$ cat config.mk
export PLATFORM = sky130hd
export DESIGN_NAME = icache_fetch_stage_mo
export DESIGN_NICKNAME = d
export VERILOG_FILES = /design/src/rtl/ifetch_stage_pkg.sv /design/src/rtl/ifetch_rsp_skid_buf.sv /design/src/rtl/icache_fetch_stage_mo.sv
export SDC_FILE = /design/constraint.sdc
export NUM_CORES = 1
export LEC_CHECK = 0
export CORE_ASPECT_RATIO = 1.75
export CORE_MARGIN = 8
export CORE_UTILIZATION = 40
export CTS_BUF_LIST = sky130_fd_sc_hd__clkbuf_4
export DETAILED_ROUTE_END_ITERATION = 16
export PLACE_DENSITY = 0.62
export SYNTH_ARGS = -nofsm -noshare
export SYNTH_HDL_FRONTEND = slang
export SYNTH_HIERARCHICAL = 1
export SYNTH_SLANG_ARGS = --single-unit
export TNS_END_PERCENT = 1
$ cat constraint.sdc
create_clock -name clk_i -period 7.7 [get_ports clk_i]
set_input_delay 2.31 -clock clk_i [delete_from_list [all_inputs] [get_ports clk_i]]
set_output_delay 2.31 -clock clk_i [all_outputs]
set_load 0.03 [all_outputs]
$ cat src/rtl/ifetch_stage_pkg.sv
// Shared widths, tag and metadata layouts for the multi-outstanding I-cache fetch stage.
package ifetch_stage_pkg;

  function automatic int unsigned nw_bits(input int unsigned num_warps);
    return (num_warps > 1) ? $clog2(num_warps) : 1;
  endfunction

  function automatic int unsigned ps_bits(input int unsigned max_pending);
    return (max_pending > 1) ? $clog2(max_pending) : 1;
  endfunction

  function automatic int unsigned tag_w(input int unsigned uuid_bits,
                                        input int unsigned num_warps,
                                        input int unsigned max_pending);
    return uuid_bits + nw_bits(num_warps) + ps_bits(max_pending);
  endfunction

  localparam int unsigned DEF_NUM_WARPS   = 4;
  localparam int unsigned DEF_NUM_THREADS = 4;
  localparam int unsigned DEF_UUID_BITS   = 16;
  localparam int unsigned DEF_MAX_PENDING = 2;
  localparam int unsigned DEF_NW_BITS     = nw_bits(DEF_NUM_WARPS);
  localparam int unsigned DEF_PS_BITS     = ps_bits(DEF_MAX_PENDING);

  typedef struct packed {
    logic [DEF_UUID_BITS-1:0] uuid;
    logic [DEF_NW_BITS-1:0]   wid;
    logic [DEF_PS_BITS-1:0]   slot;
  } tag_t;

  typedef struct packed {
    logic [31:0]                pc;
    logic [DEF_NUM_THREADS-1:0] tmask;
  } meta_t;

endpackage

$ cat src/rtl/ifetch_rsp_skid_buf.sv
// Two-entry valid/ready buffer: registered output plus one skid entry, full throughput.
module ifetch_rsp_skid_buf #(
  parameter int unsigned DATAW = 32
) (
  input  logic             clk_i,
  input  logic             rst_ni,
  input  logic             enq_valid,
  output logic             enq_ready,
  input  logic [DATAW-1:0] enq_data,
  output logic             deq_valid,
  input  logic             deq_ready,
  output logic [DATAW-1:0] deq_data
);

  logic             skid_valid;
  logic [DATAW-1:0] skid_data;
  logic             push;
  logic             pop;

  assign enq_ready = !(deq_valid && skid_valid);
  assign push      = enq_valid && enq_ready;
  assign pop       = deq_valid && deq_ready;

  // Skid entry is always older than an incoming word, so it moves to the head first.
  always_ff @(posedge clk_i) begin
    if (!rst_ni) begin
      deq_valid  <= 1'b0;
      deq_data   <= '0;
      skid_valid <= 1'b0;
      skid_data  <= '0;
    end else if (!deq_valid || pop) begin
      if (skid_valid) begin
        deq_valid  <= 1'b1;
        deq_data   <= skid_data;
        skid_valid <= push;
        if (push) skid_data <= enq_data;
      end else begin
        deq_valid <= push;
        if (push) deq_data <= enq_data;
      end
    end else if (push) begin
      skid_valid <= 1'b1;
      skid_data  <= enq_data;
    end
  end

endmodule

$ cat src/rtl/icache_fetch_stage_mo.sv
// I-cache fetch stage with several outstanding fetches per warp, out-of-order
// responses matched by slot tag, and per-warp flush of stale responses.
module icache_fetch_stage_mo
  import ifetch_stage_pkg::*;
#(
  parameter int unsigned NUM_WARPS   = 4,
  parameter int unsigned NUM_THREADS = 4,
  parameter int unsigned UUID_BITS   = 16,
  parameter int unsigned MAX_PENDING = 2,
  parameter int unsigned OUT_REG     = 1,
  localparam int unsigned NW_BITS    = nw_bits(NUM_WARPS),
  localparam int unsigned PS_BITS    = ps_bits(MAX_PENDING),
  localparam int unsigned TAG_W      = tag_w(UUID_BITS, NUM_WARPS, MAX_PENDING)
) (
  input  logic                             clk_i,
  input  logic                             rst_ni,
  input  logic                             ifetch_req_valid,
  output logic                             ifetch_req_ready,
  input  logic [NW_BITS-1:0]               ifetch_req_wid,
  input  logic [31:0]                      ifetch_req_pc,
  input  logic [NUM_THREADS-1:0]           ifetch_req_tmask,
  input  logic [UUID_BITS-1:0]             ifetch_req_uuid,
  output logic                             icache_req_valid,
  input  logic                             icache_req_ready,
  output logic [29:0]                      icache_req_addr,
  output logic [TAG_W-1:0]                 icache_req_tag,
  input  logic                             icache_rsp_valid,
  output logic                             icache_rsp_ready,
  input  logic [31:0]                      icache_rsp_data,
  input  logic [TAG_W-1:0]                 icache_rsp_tag,
  input  logic                             flush_valid,
  input  logic [NW_BITS-1:0]               flush_wid,
  output logic                             ifetch_rsp_valid,
  input  logic                             ifetch_rsp_ready,
  output logic [NW_BITS-1:0]               ifetch_rsp_wid,
  output logic [31:0]                      ifetch_rsp_pc,
  output logic [NUM_THREADS-1:0]           ifetch_rsp_tmask,
  output logic [31:0]                      ifetch_rsp_data,
  output logic [UUID_BITS-1:0]             ifetch_rsp_uuid,
  output logic [NUM_WARPS*(PS_BITS+1)-1:0] pending_cnt_o
);

  localparam int unsigned CNT_W = PS_BITS + 1;
  localparam int unsigned RSP_W = NW_BITS + 32 + NUM_THREADS + 32 + UUID_BITS;

  logic [MAX_PENDING-1:0] alloc_q [NUM_WARPS];
  logic [MAX_PENDING-1:0] alloc_n [NUM_WARPS];
  logic [MAX_PENDING-1:0] stale_q [NUM_WARPS];
  logic [MAX_PENDING-1:0] stale_n [NUM_WARPS];
  logic [CNT_W-1:0]       cnt_q   [NUM_WARPS];
  logic [CNT_W-1:0]       cnt_n   [NUM_WARPS];
  logic [31:0]            pc_q    [NUM_WARPS][MAX_PENDING];
  logic [NUM_THREADS-1:0] tmask_q [NUM_WARPS][MAX_PENDING];

  logic                   req_fire;
  logic [PS_BITS-1:0]     alloc_slot;
  logic [MAX_PENDING-1:0] free_mask;

  logic [UUID_BITS-1:0]   rsp_uuid;
  logic [NW_BITS-1:0]     rsp_wid;
  logic [PS_BITS-1:0]     rsp_slot;
  logic                   rsp_alloc;
  logic                   rsp_fwd;
  logic                   rsp_fire;
  logic                   rsp_release;

  logic                   enq_valid;
  logic                   enq_ready;
  logic [RSP_W-1:0]       enq_data;
  logic                   deq_valid;
  logic [RSP_W-1:0]       deq_data;

  // Acceptance looks only at registered state; a same-cycle release is not bypassed.
  assign ifetch_req_ready = icache_req_ready
                          && (cnt_q[ifetch_req_wid] < CNT_W'(MAX_PENDING))
                          && !(flush_valid && (flush_wid == ifetch_req_wid));
  assign req_fire         = ifetch_req_valid && ifetch_req_ready;
  assign free_mask        = ~alloc_q[ifetch_req_wid];

  // Lowest free slot of the requesting warp.
  always_comb begin
    alloc_slot = '0;
    for (int s = int'(MAX_PENDING) - 1; s >= 0; s--) begin
      if (free_mask[s]) alloc_slot = PS_BITS'(s);
    end
  end

  assign icache_req_valid = req_fire;
  assign icache_req_addr  = ifetch_req_pc[31:2];
  assign icache_req_tag   = {ifetch_req_uuid, ifetch_req_wid, alloc_slot};

  assign rsp_uuid  = icache_rsp_tag[TAG_W-1 -: UUID_BITS];
  assign rsp_wid   = icache_rsp_tag[PS_BITS +: NW_BITS];
  assign rsp_slot  = icache_rsp_tag[PS_BITS-1:0];
  assign rsp_alloc = alloc_q[rsp_wid][rsp_slot];
  assign rsp_fwd   = rsp_alloc && !stale_q[rsp_wid][rsp_slot]
                   && !(flush_valid && (flush_wid == rsp_wid));

  // Responses that will not be forwarded are always consumed.
  assign enq_valid        = icache_rsp_valid && rsp_fwd;
  assign icache_rsp_ready = !rsp_fwd || enq_ready;
  assign rsp_fire         = icache_rsp_valid && icache_rsp_ready;
  assign rsp_release      = rsp_fire && rsp_alloc;
  assign enq_data         = {rsp_wid, pc_q[rsp_wid][rsp_slot], tmask_q[rsp_wid][rsp_slot],
                             icache_rsp_data, rsp_uuid};

  // Slot bookkeeping: flush marks, then release, then allocate.
  always_comb begin
    for (int w = 0; w < int'(NUM_WARPS); w++) begin
      alloc_n[w] = alloc_q[w];
      stale_n[w] = stale_q[w];
      cnt_n[w]   = cnt_q[w];
    end
    if (flush_valid) begin
      stale_n[flush_wid] = stale_q[flush_wid] | alloc_q[flush_wid];
    end
    if (rsp_release) begin
      alloc_n[rsp_wid][rsp_slot] = 1'b0;
      cnt_n[rsp_wid]             = cnt_n[rsp_wid] - CNT_W'(1);
    end
    if (req_fire) begin
      alloc_n[ifetch_req_wid][alloc_slot] = 1'b1;
      stale_n[ifetch_req_wid][alloc_slot] = 1'b0;
      cnt_n[ifetch_req_wid]               = cnt_n[ifetch_req_wid] + CNT_W'(1);
    end
  end

  always_ff @(posedge clk_i) begin
    if (!rst_ni) begin
      for (int w = 0; w < int'(NUM_WARPS); w++) begin
        alloc_q[w] <= '0;
        stale_q[w] <= '0;
        cnt_q[w]   <= '0;
        for (int s = 0; s < int'(MAX_PENDING); s++) begin
          pc_q[w][s]    <= '0;
          tmask_q[w][s] <= '0;
        end
      end
    end else begin
      for (int w = 0; w < int'(NUM_WARPS); w++) begin
        alloc_q[w] <= alloc_n[w];
        stale_q[w] <= stale_n[w];
        cnt_q[w]   <= cnt_n[w];
      end
      if (req_fire) begin
        pc_q[ifetch_req_wid][alloc_slot]    <= ifetch_req_pc;
        tmask_q[ifetch_req_wid][alloc_slot] <= ifetch_req_tmask;
      end
    end
  end

  always @(posedge clk_i) begin
    if (rst_ni) begin
      a_stray_tag: assert (!(icache_rsp_valid && !rsp_alloc))
        else $warning("icache response tag to unallocated slot dropped");
      a_cnt_underflow: assert (!(rsp_release && (cnt_q[rsp_wid] == '0)))
        else $error("pending count underflow");
      a_cnt_overflow: assert (!(req_fire && (cnt_q[ifetch_req_wid] >= CNT_W'(MAX_PENDING))))
        else $error("pending count overflow");
    end
  end

  for (genvar g = 0; g < int'(NUM_WARPS); g++) begin : g_cnt
    assign pending_cnt_o[g*CNT_W +: CNT_W] = cnt_q[g];
  end

  if (OUT_REG != 0) begin : g_skid
    ifetch_rsp_skid_buf #(.DATAW(RSP_W)) u_skid (
      .clk_i     (clk_i),
      .rst_ni    (rst_ni),
      .enq_valid (enq_valid),
      .enq_ready (enq_ready),
      .enq_data  (enq_data),
      .deq_valid (deq_valid),
      .deq_ready (ifetch_rsp_ready),
      .deq_data  (deq_data)
    );
  end else begin : g_bypass
    assign deq_valid = enq_valid;
    assign enq_ready = ifetch_rsp_ready;
    assign deq_data  = enq_data;
  end

  assign ifetch_rsp_valid = deq_valid;
  assign {ifetch_rsp_wid, ifetch_rsp_pc, ifetch_rsp_tmask, ifetch_rsp_data, ifetch_rsp_uuid} = deq_data;

endmodule

== Word level (Yosys, flattened, before mapping) ==
Memories as Yosys holds them, arrays and structs flattened.
Index checks and enable logic that the tools add are counted.

* Flip-flop bits (word level): 174
* RAM bits: 312
* Input port bits: 114
* Output and inout port bits: 147
* Memories kept: 5

* $add $sub $neg: 2
* Order comparisons: 14
* Equality and inequality tests: 3
* Multiplexer cells: 78
* Bitwise logic cells: 24
* Reduce and logical (&&, ||, !) cells: 32

{| class="wikitable"
|+ Memory list
! memory !! words !! bits a word !! read ports !! clocked after Yosys merged registers in !! write ports !! line !! text
|-
| pc_q || 4 || 64 || 1 || 0 || 4 || icache_fetch_stage_mo.sv:52 || <nowiki>logic [31:0] pc_q [NUM_WARPS][MAX_PENDING];</nowiki>
|-
| tmask_q || 4 || 8 || 1 || 0 || 4 || icache_fetch_stage_mo.sv:53 || <nowiki>logic [NUM_THREADS-1:0] tmask_q [NUM_WARPS][MAX_PENDING];</nowiki>
|-
| alloc_q || 4 || 2 || 7 || 0 || 4 || icache_fetch_stage_mo.sv:46 || <nowiki>logic [MAX_PENDING-1:0] alloc_q [NUM_WARPS];</nowiki>
|-
| cnt_q || 4 || 2 || 5 || 0 || 4 || icache_fetch_stage_mo.sv:50 || <nowiki>logic [CNT_W-1:0] cnt_q [NUM_WARPS];</nowiki>
|-
| stale_q || 4 || 2 || 6 || 0 || 4 || icache_fetch_stage_mo.sv:48 || <nowiki>logic [MAX_PENDING-1:0] stale_q [NUM_WARPS];</nowiki>
|}

{| class="wikitable"
|+ Operators with widths
! kind !! number
|-
| $mux 86 || 5
|-
| $mux 64 || 3
|-
| $mux 32 || 4
|-
| $mux 8 || 9
|-
| $reduce_or 64->1 || 1
|-
| $mux 2 || 23
|-
| $demux 32 s1 || 1
|-
| $bwmux 8 || 3
|-
| $demux 2 s2 || 5
|-
| $logic_and 1x1->1 || 19
|-
| $and 8x8->8 || 2
|-
| $mux 1 || 16
|-
| $mux 4 || 4
|-
| $not 8->8 || 2
|-
| $or 1x1->1 || 12
|-
| $ge 3x3->1 const B || 3
|-
| $lt 3x1->1 const B || 3
|-
| $not 2->3 || 3
|-
| $bmux 2 s2 || 2
|-
| $or 8x8->8 || 1
|-
| $reduce_or 8->1 || 1
|-
| $logic_not 1->1 || 6
|-
| $demux 4 s1 || 1
|-
| $eq 2x2->1 || 2
|-
| 15 further kinds || 22
|}

== Logic depth before layout (Yosys ltp) ==
An unclocked memory read counts as a cell.

* Word-level depth: 18
* Depth in mapped cells: 13
* Gate-level depth less buffers: 8

== By module ==
Netlist, hierarchy kept.

{| class="wikitable"
|+ By module, submodules not included
! module !! instances !! cells an instance !! area each (um^2)
|-
| icache_fetch_stage_mo || 1 || 973 || 14,672.8
|-
| ifetch_rsp_skid_buf || 1 || 781 || 7,594.8
|}

== Least setup slack after synthesis ==
Ideal clock, no wire load.

* Path type: input to register
* Start: input ifetch_req_wid[0]
* End: memory pc_q[3][0] (netlist bit) (enable)
* Arrival: 6.158 ns
* Slack: 1.060 ns
* Stages: 4
* Cell sequence: mux4_2 > nor3b_4 > nand3_1 > o21ai_0

{| class="wikitable"
|+ RTL lines
! what !! line !! text
|-
| start: declaration || icache_fetch_stage_mo.sv:19 || <nowiki>input logic [NW_BITS-1:0] ifetch_req_wid,</nowiki>
|-
| end: declaration || icache_fetch_stage_mo.sv:52 ||
|}

== Final worst setup path ==
* Start: input ifetch_req_wid[1]
* End: output icache_req_valid

* Longest elaborated chain between the ends: 5
* Elaborated cells on any way between the ends: 8

{| class="wikitable"
|+ Ends and longest elaborated chain
! what !! line !! text
|-
| $mem_v2 4x2 or $eq 2x2->1 (tied branches) || n/a ||
|-
| $lt 2x2->1 or $logic_and 1x1->1 (tied branches) || icache_fetch_stage_mo.sv:75, icache_fetch_stage_mo.sv:76 ||
|-
| $logic_and 1x1->1 or $logic_not 1->1 (tied branches) || icache_fetch_stage_mo.sv:75, icache_fetch_stage_mo.sv:76 ||
|-
| $logic_and 1x1->1 (*) || icache_fetch_stage_mo.sv:76 || <nowiki>&& !(flush_valid && (flush_wid == ifetch_req_wid));</nowiki>
|-
| $logic_and 1x1->1 (*) || icache_fetch_stage_mo.sv:77 || <nowiki>assign req_fire = ifetch_req_valid && ifetch_req_ready;</nowiki>
|-
| end: declaration || icache_fetch_stage_mo.sv:23 || <nowiki>output logic icache_req_valid,</nowiki>
|}

Mark *: on every way between the ends. The rest lies on a longest branch, timed or not.

==> impl_results.md <==
* CP cell instances: clkdlybuf4s50_1 -> xor2_1 -> o31ai_2 -> nor3b_4 -> clkdlybuf4s50_1
* Critical Path Sink Type: output pin
* Area of the multi-input gates at 0.008761 mm²
* Ranking of synthesized cells by area: edfxtp_1 (39%), dfxtp_1 (18%), and2_1 (8.2%)
* PD cells at 213.9 mW/mm²
* Die X at 194.4 µm
* Most frequent CP cell: clkdlybuf4s50_1
* Synth cell types at 61
* All-Layer GR Usage at 0.1912
* Met3 GRT Util at 0.03945
* Worst vdd ir at 0.1264 mV
* Fmax at 145.6 MHz
* Leading cell type in the layout, fill and taps excluded: and2_1
* CP max stage delay at 0.73 ns
* Synth Flop Type: edfxtp_1
* CTS tree: built
* # port buffers at 228
* Worst-skew pair later-pin latency at 0.85 ns
* Htree depth at 3
* Largest fanout on the critical path at 8
* Nature of the critical path startpoint: primary input
* Post-CTS Resized at 0
* Vias in the first global route at 15.49k
* Setup Skew at 0.03648 ns
* Synth warn at 6
* Register area at 0.01262 mm²
* Row count at 114
* Core Footprint at 0.05520 mm²
* Final hold vios at 0
* Min-Delay Path Class: flip-flop to flip-flop
* Seq cells post-synth at 486
* Post-synth net total at 1,868
* Area grow syn2layout at 18.08%
* Buffers and inverters on the worst path at 2
* Final core occ at 0.4763
* Die footprint at 0.06377 mm²
* Post-CTS setup buffers at 0
* Met1 global-route usage at 0.2263
* Post-Syn Instances at 1,754
* Num CTS Buffers at 116
* Largest delay share family, worst path: buffers and inverters
* DR vias at 14.81k
* First-pass GRT wire length at 93,780 µm
* Die H at 328.1 µm
* Async S/R FF share, synth at 0
* Worst-Margin Slew at 1.130 ns
* Non-Filler Instances at 2,739
* 1st-iter DRT viols at 765
* Slew headroom at 0.2437
* Gr ovfl total at 0
* Number of synthesized flops with an enable pin at 288
* Crit path kind: primary input to output pin
* Fillers at 4,997
* GR peak layer: met2
* Status: finished, final reports clean
* Share of cells above drive strength 1 at 0.1765
* Initial cell density of the core at 0.4034
* Seq/Total Area, Yosys at 0.5664
* M2 GR Usage at 0.3358
* Unrepaired setup endpoints after global routing: no
* P_leak at 10.23 nW
* Most frequent cells in the layout: and2_1 (292), edfxtp_1 (288), clkdlybuf4s50_1 (224), dfxtp_1 (197), nand2_1 (189)
* Max Root-Sink Buffers at 3
* Mapped Avg Cell Area at 12.70 µm²
* Max_cap viols at 0
* Root Driver: clkbuf_4
* WP data arrival at 4.56 ns
* HPWL Detailed at 36,150 µm
* Final-stage net count at 2,066
* Period Utilization, post-route at 0.8922
* Post-route DRC at 0
* Final Max Tran Viols at 0
* Vias/cell at 5.406
* TritonCTS Sinks at 486
* # IOs at 261
* Antenna violations before repair at 3
* Largest net degree at the start of global routing at 136
* Hold_buf cts at 0
* Avg WL per Cell at 22.50 µm
* Setup TNS at 0 ns
* RD Place Congestion at 0.7911
* Largest area contributor in the netlist: edfxtp_1
* Clock-pin slew on the worst setup and hold paths at 0.06 ns
* Worst Path Required at 5.39 ns
* First-pass iteration count of the detailed router at 5
* Final ANT Viol Nets at 0
* Final wirelength at 61,640 µm
* Final Setup Violations at 0
* Placed insts at 2,530
* Final Critical Period at 6.870 ns
* Mapped cell area at 0.02227 mm²
* Slowest stage cell on the critical path: clkdlybuf4s50_1
* Yosys top cell area share at 0.3884
[path summary, 6_finish.rpt]
| check | startpoint | to | slack, ns | depth (start not counted) |
|---|---|---|---|---|
| worst max-delay path | ifetch_req_wid[1] | icache_req_valid | 0.83 | 5 |
| worst max register to register | stale_q[2][0] | g_skid.u_skid/deq_data[7] | 4.33 | 8 |
| worst min register to register | g_skid.u_skid/skid_data[84] | g_skid.u_skid/skid_data[84] | 0.46 | 2 |
| worst min-delay path | g_skid.u_skid/skid_data[84] | g_skid.u_skid/skid_data[84] | 0.46 | 2 |
[logic make-up (layout without fill, tap and decap cells)]
family,after synthesis,after routing,share of synthesized area
multiplexers,286,286,0.1718
buffers and inverters,188,474,0.04529
AND/OR/NAND/NOR,637,637,0.1544
XOR/XNOR,11,11,0.004327
other,0,3,0
AO/OA/AOI/OAI,146,146,0.05782
flip-flops,486,486,0.5664
[per-layer routing]
metal  vias up  wire, µm  part of all wire
met5         -         0                 0
li1       6778         -                 -
met4         0      1472             0.024
met3       109      3660             0.059
met2       500     31150              0.51
met1      7421     25360              0.41
[where the power goes]
| group | internal, mW | leakage, nW | switching [mW] | total (mW) |
|---|---|---|---|---|
| logic | 0.265 | 4.78 | 0.375 | 0.641 |
| registers | 2.85 | 4.58 | 0.0420 | 2.89 |
| clock network | 1.07 | 0.874 | 1.02 | 2.09 |
| total | 4.19 | 10.2 | 1.44 | 5.62 |
[stage by stage]
step	power (mW)	hold slack, ns	setup WS (ns)	instance area (µm²)
floorplan	3.340	0.4280	1.060	22270
global placement	3.586	0.4416	0.8858	24810
detailed placement	3.598	0.4462	0.8648	24810
CTS	5.722	0.4590	0.8374	26290
global route	5.900	0.4743	0.7341	26290
finish	5.624	0.4569	0.8300	26290
[registers in the layout, summed over array words and instances (netlist names)]
signal                    count
stale_q                       8
g_skid.u_skid/skid_valid      1
cnt_q                         8
g_skid.u_skid/deq_valid       1
g_skid.u_skid/skid_data      86
tmask_q                      32
g_skid.u_skid/deq_data       86
pc_q                        256
alloc_q                       8
[tightest hold or removal path, stage by stage (launching register included)]
cell and delay, ns:
dfxtp_1 0.31, nand2_1 0.05, mux2i_1 0.05
[layout make-up]
cell class | count | area share
diodes | 3 | 0.0002855
clock buffers | 170 | 0.04854
clock inverters | 36 | 0.007519
inverters | 7 | 0.0009993
multi-input cells | 1080 | 0.3332
flip-flops and latches | 486 | 0.4798
well taps | 696 | 0.03312
repair buffers | 261 | 0.09651
[cell usage after synthesis (3+ instances only)]
cell type	n
nand3b_1	3
nor3b_1	3
mux2_2	40
xnor2_1	9
clkbuf_1	73
nand2b_1	9
nand3_1	91
buf_2	25
o21ai_0	15
buf_6	9
o211a_1	87
nand2_1	189
mux4_2	73
dfxtp_1	198
inv_1	6
a211oi_1	3
o311ai_0	4
and2_1	293
o311ai_1	3
a21oi_1	9
nor2_1	18
mux2i_1	173
nor2_2	4
buf_1	19
o221ai_1	4
a31o_2	4
buf_4	54
edfxtp_1	288
and3_1	4
nor3b_4	3
Note: power is estimated with default switching activity, not from simulation.
